===== config.mk =====
export PLATFORM = sky130hd
export DESIGN_NAME = single_port_ram_8x8_flat
export DESIGN_NICKNAME = d
export VERILOG_FILES = /design/src/rtl/single_port_ram_8x8_pkg.sv /design/src/rtl/single_port_ram_8x8_if.sv /design/src/rtl/single_port_ram_8x8.sv /design/src/flat_wrapper.sv
export SDC_FILE = /design/constraint.sdc
export NUM_CORES = 1
export LEC_CHECK = 0
export CORE_UTILIZATION = 55
export CTS_CLUSTER_DIAMETER = 100
export DETAILED_ROUTE_END_ITERATION = 12
export PLACE_DENSITY = 0.75
export SYNTH_ARGS = -nofsm -noshare
export SYNTH_HDL_FRONTEND = slang
export SYNTH_SLANG_ARGS = --single-unit

===== constraint.sdc =====
create_clock -name clk -period 1.8 [get_ports clk]
set_input_delay 0.18 -clock clk [delete_from_list [all_inputs] [get_ports clk]]
set_output_delay 0.18 -clock clk [all_outputs]
set_load 0.01 [all_outputs]

===== src/rtl/single_port_ram_8x8_pkg.sv =====
// -----------------------------------------------------------------------------
// mbank_pkg
// Shared constants and types for the memory-bank subsystem.
//   MBANK_DATA_WIDTH : width of one stored word
//   MBANK_DEPTH      : number of words per bank
//   MBANK_ADDR_WIDTH : width of a word address
//   mbank_addr_t     : word address type
//   mbank_data_t     : data word type
// -----------------------------------------------------------------------------
package mbank_pkg;

    localparam int MBANK_DATA_WIDTH = 8;
    localparam int MBANK_DEPTH      = 8;
    localparam int MBANK_ADDR_WIDTH = $clog2(MBANK_DEPTH);

    typedef logic [MBANK_ADDR_WIDTH-1:0] mbank_addr_t;
    typedef logic [MBANK_DATA_WIDTH-1:0] mbank_data_t;

endpackage : mbank_pkg


===== src/rtl/single_port_ram_8x8_if.sv =====
// -----------------------------------------------------------------------------
// single_port_ram_8x8_if
// Access bus of one memory bank.
//   en   : bank enable (master -> slave)
//   we   : 1 = write, 0 = read, qualified by en (master -> slave)
//   addr : word address (master -> slave)
//   din  : write data (master -> slave)
//   dout : registered read data (slave -> master)
//
// Handshake: en acts as the request valid and there is no ready; the bank
// accepts every request on the rising edge where en=1. A read's data is
// valid on dout after that edge and stays there until the next accepted
// read or a reset.
// -----------------------------------------------------------------------------
interface single_port_ram_8x8_if
    import mbank_pkg::*;
#(
    parameter int DATA_WIDTH = MBANK_DATA_WIDTH,
    parameter int ADDR_WIDTH = MBANK_ADDR_WIDTH
);

    logic                  en;
    logic                  we;
    logic [ADDR_WIDTH-1:0] addr;
    logic [DATA_WIDTH-1:0] din;
    logic [DATA_WIDTH-1:0] dout;

    modport master (
        output en,
        output we,
        output addr,
        output din,
        input  dout
    );

    modport slave (
        input  en,
        input  we,
        input  addr,
        input  din,
        output dout
    );

endinterface : single_port_ram_8x8_if


===== src/rtl/single_port_ram_8x8.sv =====
// -----------------------------------------------------------------------------
// single_port_ram_8x8
// Synchronous single-port RAM bank with a registered read port
// (one-cycle read latency). Leaf storage of the memory-bank subsystem.
//   clk   : clock, all state changes on the rising edge
//   rst_n : asynchronous active-low reset; clears dout and every word
//   bus   : slave side of single_port_ram_8x8_if (en, we, addr, din, dout)
// -----------------------------------------------------------------------------
module single_port_ram_8x8
    import mbank_pkg::*;
#(
    parameter int DATA_WIDTH = MBANK_DATA_WIDTH,
    parameter int DEPTH      = MBANK_DEPTH,
    parameter int ADDR_WIDTH = MBANK_ADDR_WIDTH
) (
    input  logic                   clk,
    input  logic                   rst_n,
    single_port_ram_8x8_if.slave   bus
);

    logic [DATA_WIDTH-1:0] mem_q [DEPTH];
    logic [DATA_WIDTH-1:0] mem_d [DEPTH];
    logic [DATA_WIDTH-1:0] dout_q;
    logic [DATA_WIDTH-1:0] dout_d;

    logic                  wr_en;
    logic                  rd_en;
    logic [ADDR_WIDTH-1:0] addr;

    assign addr  = bus.addr;
    assign wr_en = bus.en &  bus.we;
    assign rd_en = bus.en & ~bus.we;

    // Next state: a write updates only the addressed word and leaves dout
    // alone (no write-through); a read loads dout from the stored array, so
    // a read one edge after a write already sees the new word.
    always_comb begin
        mem_d  = mem_q;
        dout_d = dout_q;
        if (wr_en) begin
            mem_d[addr] = bus.din;
        end
        if (rd_en) begin
            dout_d = mem_q[addr];
        end
    end

    // Reset clears the whole array as well as dout, so every location reads
    // back 0 until written and no X can leave the bank.
    always_ff @(posedge clk or negedge rst_n) begin
        if (!rst_n) begin
            dout_q <= '0;
            for (int i = 0; i < DEPTH; i++) begin
                mem_q[i] <= '0;
            end
        end else begin
            dout_q <= dout_d;
            for (int i = 0; i < DEPTH; i++) begin
                mem_q[i] <= mem_d[i];
            end
        end
    end

    assign bus.dout = dout_q;

endmodule : single_port_ram_8x8


===== src/flat_wrapper.sv =====
// flat-port wrapper written by rule: the top's interface ports become plain ports
module single_port_ram_8x8_flat import mbank_pkg::*;
#(
    parameter int DATA_WIDTH = MBANK_DATA_WIDTH,
    parameter int DEPTH      = MBANK_DEPTH,
    parameter int ADDR_WIDTH = MBANK_ADDR_WIDTH
)
  (clk, rst_n, bus_en, bus_we, bus_addr, bus_din, bus_dout);
  single_port_ram_8x8_if #(.DATA_WIDTH(DATA_WIDTH), .ADDR_WIDTH(ADDR_WIDTH)) bus_i ();
  input  logic clk;
  input  logic rst_n;
  input wire logic [$bits(bus_i.en)-1:0] bus_en;
  input wire logic [$bits(bus_i.we)-1:0] bus_we;
  input wire logic [$bits(bus_i.addr)-1:0] bus_addr;
  input wire logic [$bits(bus_i.din)-1:0] bus_din;
  output wire logic [$bits(bus_i.dout)-1:0] bus_dout;
  assign bus_i.en = bus_en;
  assign bus_i.we = bus_we;
  assign bus_i.addr = bus_addr;
  assign bus_i.din = bus_din;
  assign bus_dout = bus_i.dout;
  single_port_ram_8x8 #(.DATA_WIDTH(DATA_WIDTH), .DEPTH(DEPTH), .ADDR_WIDTH(ADDR_WIDTH)) u_core (.clk(clk), .rst_n(rst_n), .bus(bus_i));
endmodule

==> results of run 1 <==
==> path summary, 6_finish.rpt <==
path | startpoint | to | cells past startpoint
max | u_core.bus.dout[1]$_DFFE_PN0P_ | bus_dout[1] | 1
min | rst_n | u_core.mem_q[23]$_DFFE_PN0P_ | 3
max reg2reg | u_core.mem_q[5]$_DFFE_PN0P_ | u_core.bus.dout[5]$_DFFE_PN0P_ | 3
min reg2reg | u_core.bus.dout[6]$_DFFE_PN0P_ | u_core.bus.dout[6]$_DFFE_PN0P_ | 2
max in group asynchronous | rst_n | u_core.mem_q[59]$_DFFE_PN0P_ | 3
min in group clk | u_core.bus.dout[6]$_DFFE_PN0P_ | u_core.bus.dout[6]$_DFFE_PN0P_ | 2
==> report_power, final <==
group	internal [mW]	switching [mW]	total (mW)
clock network	0.859	0.608	1.47
logic	0.553	0.330	0.882
registers	2.00	0.189	2.19
==> repair_timing <==
action                                 4_1_cts  5_1_grt
hold buffers                                 1        0
endpoints found under the hold margin       72        0
setup buffers                                0        0
==> flip-flops by register name, summed over array words and instances (netlist names) <==
register         cells
u_core.mem_q        64
u_core.bus.dout      8
==> per-stage QoR <==
| stage | worst slack (ns) | cell area [um2] |
|---|---|---|
| after floorplan | 0.509 | 3340 |
| after global placement | 0.0380 | 3730 |
| after detailed placement | 0.000945 | 3730 |
| after CTS | 0.344 | 3970 |
| after global routing | 0.318 | 3970 |
| final | 0.365 | 3970 |
==> area by class of cell <==
cell class | count | area, um2 | share of cell area
multi-input cells | 134 | 1440 | 0.363
repair buffers | 42 | 400 | 0.101
well taps | 75 | 93.8 | 0.0236
clock inverters | 4 | 76.3 | 0.0192
clock buffers | 12 | 155 | 0.0391
flip-flops and latches | 72 | 1800 | 0.454
==> cells by family after synthesis <==
group                  count (synthesis)  synth area share
AOI/OAI and AO/OA                      8            0.0120
buffers and inverters                  7            0.0299
DFF                                   72             0.539
muxes                                104             0.365
and+or+nand+nor                       22            0.0539
==> cell usage in the layout (no fill, tap or decap) <==
cell	synthesis	final
o21ai_1	8	8
clkinv_4	0	1
mux2_2	63	63
bufinv_16	0	2
nor2_2	2	2
nand2_1	9	9
buf_12	3	3
clkdlybuf4s50_1	0	20
dfrtp_1	72	72
clkbuf_8	1	11
mux2i_1	32	32
mux4_2	8	8
nand2b_1	3	3
nand3b_4	1	1
mux2_1	1	1
nor3_4	2	2
clkinvlp_4	0	1
clkbuf_1	1	1
buf_2	0	2
nor2_4	4	4
nand3_4	1	1
buf_4	0	16
dlygate4sd3_1	0	1
==> synthesized netlist by cell type, drive strengths merged <==
cell type	instances	area, um2
buf	5	82.6
clkbuf	2	17.5
dfrtp	72	1800
mux2	64	721
mux2i	32	320
mux4	8	180
nand2	9	33.8
nand2b	3	18.8
nand3	1	17.5
nand3b	1	20.0
nor2	6	57.6
nor3	2	32.5
o21ai	8	40.0
==> metal layers <==
metal  wire length (um)  vias to the layer above  share of wire
li1                   -                      873              -
met1               2990                      978           0.48
met2               3040                       18           0.49
met3                111                        9          0.018
met4                127                        0          0.020
met5                  0                        -              0
==> impl_metrics.tcl, run 1 <==
set metrics [dict create \
    grt_pass1_wl_um 10600 \
    setup_tns_ns 0 \
    critPathLaunchType "flip-flop" \
    vias 1878 \
    p_leak_nw 1.76 \
    period_share 0.797 \
    wire_per_inst_um 18.5 \
    syn_area_um2 3340 \
    worst-path-buf-inv 1 \
    ios 23 \
    syn_inst 213 \
    regToRegSetupSlack_ns 0.67 \
    yosysSeqAreaShare 0.539 \
    layout_min_cycle_time_ns 1.44 \
    cts_tree "yes" \
    drive_above_1_share 0.443 \
    clk_pin_slew_ns 0.08 \
    cpLargestDelayFamily "buffers and inverters" \
    drv_cap 0 \
    overflow 0 \
    drc_errors 0 \
    worstPathCellList "clkdlybuf4s50_1" \
    required_ns 1.62 \
    route.antenna.remaining_nets 0 \
    synth.distinct_cells 17 \
    grt_util_met3 0.0377 \
    dp_cells 322 \
    tightest_slew_ns 0.373 \
    die_width_um 80.0 \
    clk_path_buf_depth 2 \
    cp_max_fo 2 \
    clockRootBuffer "clkbuf_8" \
    skew_ns 0.0134 \
    slew_headroom 0.751 \
    met1_usage 0.314 \
    fin_total_pwr_mw 4.54 \
    dr.pass1.iters 6 \
    numCtsBuffers 9 \
    n_antenna_cell 0 \
    worstSetupEndpointType "output pin" \
    drv_slew 0 \
    std_cell_rows 28 \
    max-vdd-ir-drop_v 0.000727 \
    initial_core_util 0.568 \
    power.density_nw_per_um2 1140 \
    htreeDepth 3 \
    ys_ff_latch 72 \
    fillers 440 \
    dr.first_iter.drc_count 79 \
    setup_viol 0 \
    final_util 0.674 \
    io_buffers 22 \
    avgSynthCellArea_um2 15.7 \
    routabilityCongestion 0.735 \
    synth_nets 228 \
    vias_per_cell 5.54 \
    die_h_um 80.0 \
    fin_cells 339 \
    slowest_delay_ns 0.54 \
    hold_viol_final 0 \
    clkLatencyLatePin_ns 0.35 \
    final_nets 274 \
    post_cts_resized 0 \
    outcome "complete, no violations" \
    yosysWarningCount 0 \
    hold_class "input pin to asynchronous set/reset pin" \
    grt_use_met2 0.361 \
    routed_wirelength_um 6270 \
    track_usage 0.232 \
    grt_pass1_vias 1967 \
    whs_ns 0.381 \
    clock-sinks 72 \
    dp_hpwl_um 4140 \
    busiest_layer "met2" \
    critical_path_arrival_ns 1.26 \
    rsz0062_at_grt "false" \
    crit_type "flip-flop to output pin" \
    grt_max_degree 73 \
    slowest_stage "clkdlybuf4s50_1" \
    clock.fmax_mhz 697 \
    area_delta_synth_final_pct 18.7 \
    core_um2 5890 \
    antenna_found_initial 0 \
    die_area_um2 6390 \
]
(Power assumes the default switching activity.)
==> inputs of run 2 (changes only) <==
--- a/config.mk
+++ b/config.mk
@@ -5,10 +5,10 @@
 export SDC_FILE = /design/constraint.sdc
 export NUM_CORES = 1
 export LEC_CHECK = 0
-export CORE_UTILIZATION = 55
+export CORE_UTILIZATION = 53
 export CTS_CLUSTER_DIAMETER = 100
 export DETAILED_ROUTE_END_ITERATION = 12
-export PLACE_DENSITY = 0.75
+export PLACE_DENSITY = 0.76
 export SYNTH_ARGS = -nofsm -noshare
 export SYNTH_HDL_FRONTEND = slang
 export SYNTH_SLANG_ARGS = --single-unit
==> constraint.sdc (replaced) <==
create_clock -name clk -period 1.2 [get_ports clk]
set_input_delay 0.12 -clock clk [delete_from_list [all_inputs] [get_ports clk]]
set_output_delay 0.12 -clock clk [all_outputs]
set_load 0.01 [all_outputs]
==> impl_metrics.tcl, run 2 (same netlist as run 1, synthesis figures left out) <==
set metrics [dict create \
    outcome "complete, no violations" \
    htreeDepth 3 \
    slowest_delay_ns 0.33 \
    track_usage 0.232 \
    p_leak_nw 1.85 \
    dr.pass1.iters 4 \
    top_register "u_core.mem_q" \
    vias_per_cell 5.50 \
    drc_errors 0 \
    mostFrequentLayoutCell "dfrtp_1" \
    cp_max_fo 7 \
    fin_total_pwr_mw 6.60 \
    grt_max_degree 73 \
    ios 23 \
    clock-sinks 72 \
    hold_class "input pin to asynchronous set/reset pin" \
    initial_core_util 0.558 \
    drv_slew 0 \
    dp_hpwl_um 4430 \
    setup_ws_ns 0.0609 \
    tightest_slew_ns 0.411 \
    critPathLaunchType "input pin" \
    skew_ns 0.00344 \
    routabilityCongestion 0.756 \
    grt_pass1_wl_um 10800 \
    numCtsBuffers 9 \
    largest_reg_flops 64 \
    wire_per_inst_um 18.6 \
    layout_min_cycle_time_ns 1.14 \
    critical_path_arrival_ns 1.36 \
    period_share 0.949 \
    clock.fmax_mhz 878 \
    die_width_um 81.4 \
    vias 1910 \
    slowest_stage "mux2_2" \
    cts_tree "yes" \
    grt_pass1_vias 2035 \
    power.density_nw_per_um2 1630 \
    worstSetupEndpointType "flip-flop" \
    worstPathCellList "dlygate4sd2_1 -> nand2b_1 -> nor2_4 -> buf_12 -> mux2_2" \
    clockRootBuffer "clkbuf_8" \
    max-vdd-ir-drop_v 0.000848 \
    n_antenna_cell 0 \
    core_um2 5990 \
    clkLatencyLatePin_ns 0.34 \
    crit_type "input pin to flip-flop" \
    die_h_um 81.4 \
    io_buffers 22 \
    dp_slack_ns -0.589 \
    setup_viol 0 \
    final_nets 282 \
    overflow 0 \
    area_delta_synth_final_pct 21.0 \
    dp_cells 326 \
    route.antenna.remaining_nets 0 \
    fin_cells 347 \
    fillers 451 \
    drv_cap 0 \
    die_area_um2 6630 \
    std_cell_rows 28 \
    hold_viol_final 0 \
    antenna_found_initial 0 \
    rsz0062_at_grt "false" \
    drive_above_1_share 0.463 \
    final_util 0.675 \
    clk_path_buf_depth 2 \
    clk_pin_slew_ns 0.07 \
    dr.first_iter.drc_count 87 \
    required_ns 1.42 \
    routed_wirelength_um 6460 \
    final_cell_mix "dfrtp_1, mux2_2, mux2i_1, buf_4, clkbuf_8" \
    slew_headroom 0.726 \
]
## run 2: cell types whose count changed in the layout (fill, tap and decap cells not counted), sizes merged
cell           before  now
bufinv              2    1
clkinvlp            1    0
clkbuf             12   14
buf                21   29
clkdlybuf4s50      20    8
dlygate4sd2         0   12
## run 2: metrics by stage
step	setup TNS, ns	hold slack (ns)	instance area, um2
3_3_place_gp	-33.54	0.177	3770
2_1_floorplan	-0.427	-0.176	3340
6_report	0	0.315	4050
4_1_cts	0	0.354	4050
5_1_grt	0	0.381	4050
3_5_place_dp	-34.68	0.179	3770
## run 2: layout make-up
type / instances / area, um2 / share of cell area
timing repair buffer: 50 / 483 / 0.119
tap: 75 / 93.8 / 0.0232
multi-input combinational: 134 / 1450 / 0.358
clock inverter: 2 / 35.0 / 0.00866
sequential: 72 / 1800 / 0.445
clock buffer: 14 / 183 / 0.0452
## run 2: timing repair
action | 4_1_cts | 5_1_grt
endpoints found under the setup margin | 80 | 0
setup buffers | 4 | 0
hold buffers | 1 | 0
hold endpoints to repair | 72 | 0
gates resized for setup | 13 | 0
## run 2: metal layers
| metal | track usage | vias up | wire, um | part of all wire |
|---|---|---|---|---|
| met2 | 0.340 | 31 | 2990 | 0.46 |
| met1 | 0.335 | 987 | 3200 | 0.50 |
| met4 | 0.0714 | 0 | 62 | 0.0096 |
| met3 | 0.0633 | 7 | 211 | 0.033 |
| met5 | 0 | - | 0 | 0 |
| li1 | - | 885 | - | - |
## run 2: worst paths after layout
check                                                  to  slack, ns                      startpoint  cells after the start
hold / removal               u_core.mem_q[48]$_DFFE_PN0P_       0.31                           rst_n                      3
hold reg to reg            u_core.bus.dout[4]$_DFFE_PN0P_       0.48  u_core.bus.dout[4]$_DFFE_PN0P_                      2
max in group asynchronous    u_core.mem_q[29]$_DFFE_PN0P_       0.53                           rst_n                      3
setup reg to reg           u_core.bus.dout[0]$_DFFE_PN0P_       0.08    u_core.mem_q[48]$_DFFE_PN0P_                      3
setup / recovery             u_core.mem_q[42]$_DFFE_PN0P_       0.06                     bus_addr[2]                      5
min in group clk           u_core.bus.dout[4]$_DFFE_PN0P_       0.48  u_core.bus.dout[4]$_DFFE_PN0P_                      2
## run 2: worst max-delay path, delay by kind of cell
family | cells | cell delay, ns
buffers and inverters | 2 | 0.46
multiplexers | 1 | 0.33
AND/OR/NAND/NOR | 2 | 0.45
## run 2: power by group
part / switching [mW] / leakage (nW) / internal, mW
Sequential: 0.284 / 0.888 / 3.00
Combinational: 0.503 / 0.846 / 0.794
Clock: 0.835 / 0.113 / 1.19
Total: 1.62 / 1.85 / 4.98
==> inputs of run 3 (changes only) <==
--- a/config.mk
+++ b/config.mk
@@ -8,6 +8,7 @@
 export CORE_UTILIZATION = 53
 export CTS_CLUSTER_DIAMETER = 100
 export DETAILED_ROUTE_END_ITERATION = 12
+export MAX_ROUTING_LAYER = met4
 export PLACE_DENSITY = 0.76
 export SYNTH_ARGS = -nofsm -noshare
 export SYNTH_HDL_FRONTEND = slang
==> impl_metrics.tcl, run 3 (same netlist as run 1, synthesis figures left out) <==
set metrics [dict create \
    hold_class "input pin to asynchronous set/reset pin" \
    critPathLaunchType "input pin" \
    top_register "u_core.mem_q" \
    dr.first_iter.drc_count 74 \
    hold_viol_final 0 \
    vias_per_cell 5.45 \
    htreeDepth 3 \
    mostFrequentLayoutCell "dfrtp_1" \
    clkLatencyLatePin_ns 0.34 \
    drv_slew 0 \
    power.density_nw_per_um2 1630 \
    n_antenna_cell 0 \
    initial_core_util 0.558 \
    cpLargestDelayFamily "buffers and inverters" \
    drv_cap 0 \
    slew_headroom 0.737 \
    slowest_stage "mux2_2" \
    clockRootBuffer "clkbuf_8" \
    track_usage 0.239 \
    largest_reg_flops 64 \
    final_cell_mix "dfrtp_1, mux2_2, mux2i_1, buf_4, clkbuf_8" \
    routabilityCongestion 0.766 \
    die_width_um 81.4 \
    skew_ns 0.00363 \
    clk_pin_slew_ns 0.07 \
    outcome "complete, no violations" \
    clock.fmax_mhz 879 \
    cts_tree "yes" \
    slowest_delay_ns 0.33 \
    routed_wirelength_um 6490 \
    grt_pass1_wl_um 10800 \
    tightest_slew_ns 0.394 \
    std_cell_rows 28 \
    worst-path-buf-inv 2 \
    die_h_um 81.4 \
    dp_hpwl_um 4430 \
    critical_path_arrival_ns 1.36 \
    antenna_found_initial 0 \
    grt_max_degree 73 \
    io_buffers 22 \
    numCtsBuffers 9 \
    p_leak_nw 1.85 \
    required_ns 1.42 \
    wire_per_inst_um 18.7 \
    worstPathCellList "dlygate4sd2_1 -> nand2b_1 -> nor2_4 -> buf_12 -> mux2_2" \
    ios 23 \
    vias 1890 \
    crit_type "input pin to flip-flop" \
    drc_errors 0 \
    clk_path_buf_depth 2 \
    final_nets 282 \
    overflow 0 \
    clock-sinks 72 \
    cp_max_fo 7 \
    setup_viol 0 \
    worstSetupEndpointType "flip-flop" \
    core_um2 5990 \
    max-vdd-ir-drop_v 0.000849 \
    fin_total_pwr_mw 6.60 \
    dp_cells 326 \
    fin_cells 347 \
    period_share 0.948 \
    rsz0062_at_grt "false" \
    dr.pass1.iters 4 \
    area_delta_synth_final_pct 21.0 \
    die_area_um2 6630 \
    layout_min_cycle_time_ns 1.14 \
    drive_above_1_share 0.463 \
    fillers 451 \
    grt_pass1_vias 2030 \
    route.antenna.remaining_nets 0 \
]
## run 3: cell type report
class	instances	area (um2)	share of cell area
flip-flops and latches	72	1800	0.445
repair buffers	50	483	0.119
well taps	75	93.8	0.0232
multi-input cells	134	1450	0.358
clock inverters	2	35.0	0.00866
clock buffers	14	183	0.0452
## run 3: final timing paths
kind,end,slack (ns),depth (start not counted),startpoint
worst max-delay path,u_core.mem_q[42]$_DFFE_PN0P_,0.06,5,bus_addr[2]
worst min-delay path,u_core.mem_q[48]$_DFFE_PN0P_,0.32,3,rst_n
worst max register to register,u_core.bus.dout[0]$_DFFE_PN0P_,0.08,3,u_core.mem_q[48]$_DFFE_PN0P_
worst min register to register,u_core.bus.dout[4]$_DFFE_PN0P_,0.48,2,u_core.bus.dout[4]$_DFFE_PN0P_
max in group asynchronous,u_core.mem_q[29]$_DFFE_PN0P_,0.55,3,rst_n
min in group clk,u_core.bus.dout[4]$_DFFE_PN0P_,0.48,2,u_core.bus.dout[4]$_DFFE_PN0P_
## run 3: worst register-to-register path, cell delays in order, from the launching register on
cell and delay, ns:
dfrtp_1 0.35, mux2i_1 0.09, mux4_2 0.48, o21ai_1 0.13
## run 3: metal layers
layer / vias to the layer above / global-route usage / wire (um)
met2: 29 / 0.341 / 2960
met4: 0 / 0.0714 / 65
li1: 883 / - / -
met3: 7 / 0.0633 / 190
met1: 971 / 0.337 / 3280
met5: - / - / 0
## run 3: repair_timing
| item | CTS | global route |
|---|---|---|
| setup endpoints to repair | 80 | 0 |
| gates resized for setup | 13 | 0 |
| hold endpoints to repair | 72 | 0 |
| setup buffers | 4 | 0 |
| hold buffers | 1 | 0 |
## run 3: stage by stage
stage	utilization	hold WS [ns]	TNS, ns	instance area, um2	setup WS, ns
detailed placement	0.629	0.179	-34.68	3770	-0.589
CTS	0.675	0.354	0	4050	0.0539
floorplan	-	-0.176	-0.427	3340	-0.0314
finish	0.675	0.324	0	4050	0.0629
global route	0.675	0.379	0	4050	0.0198
global placement	0.629	0.177	-33.54	3770	-0.559
## run 3: power breakdown
| group | switching [mW] | total [mW] | internal [mW] | leakage [nW] |
|---|---|---|---|---|
| clock | 0.840 | 2.03 | 1.19 | 0.113 |
| combinational | 0.504 | 1.30 | 0.794 | 0.846 |
| sequential | 0.286 | 3.28 | 3.00 | 0.888 |
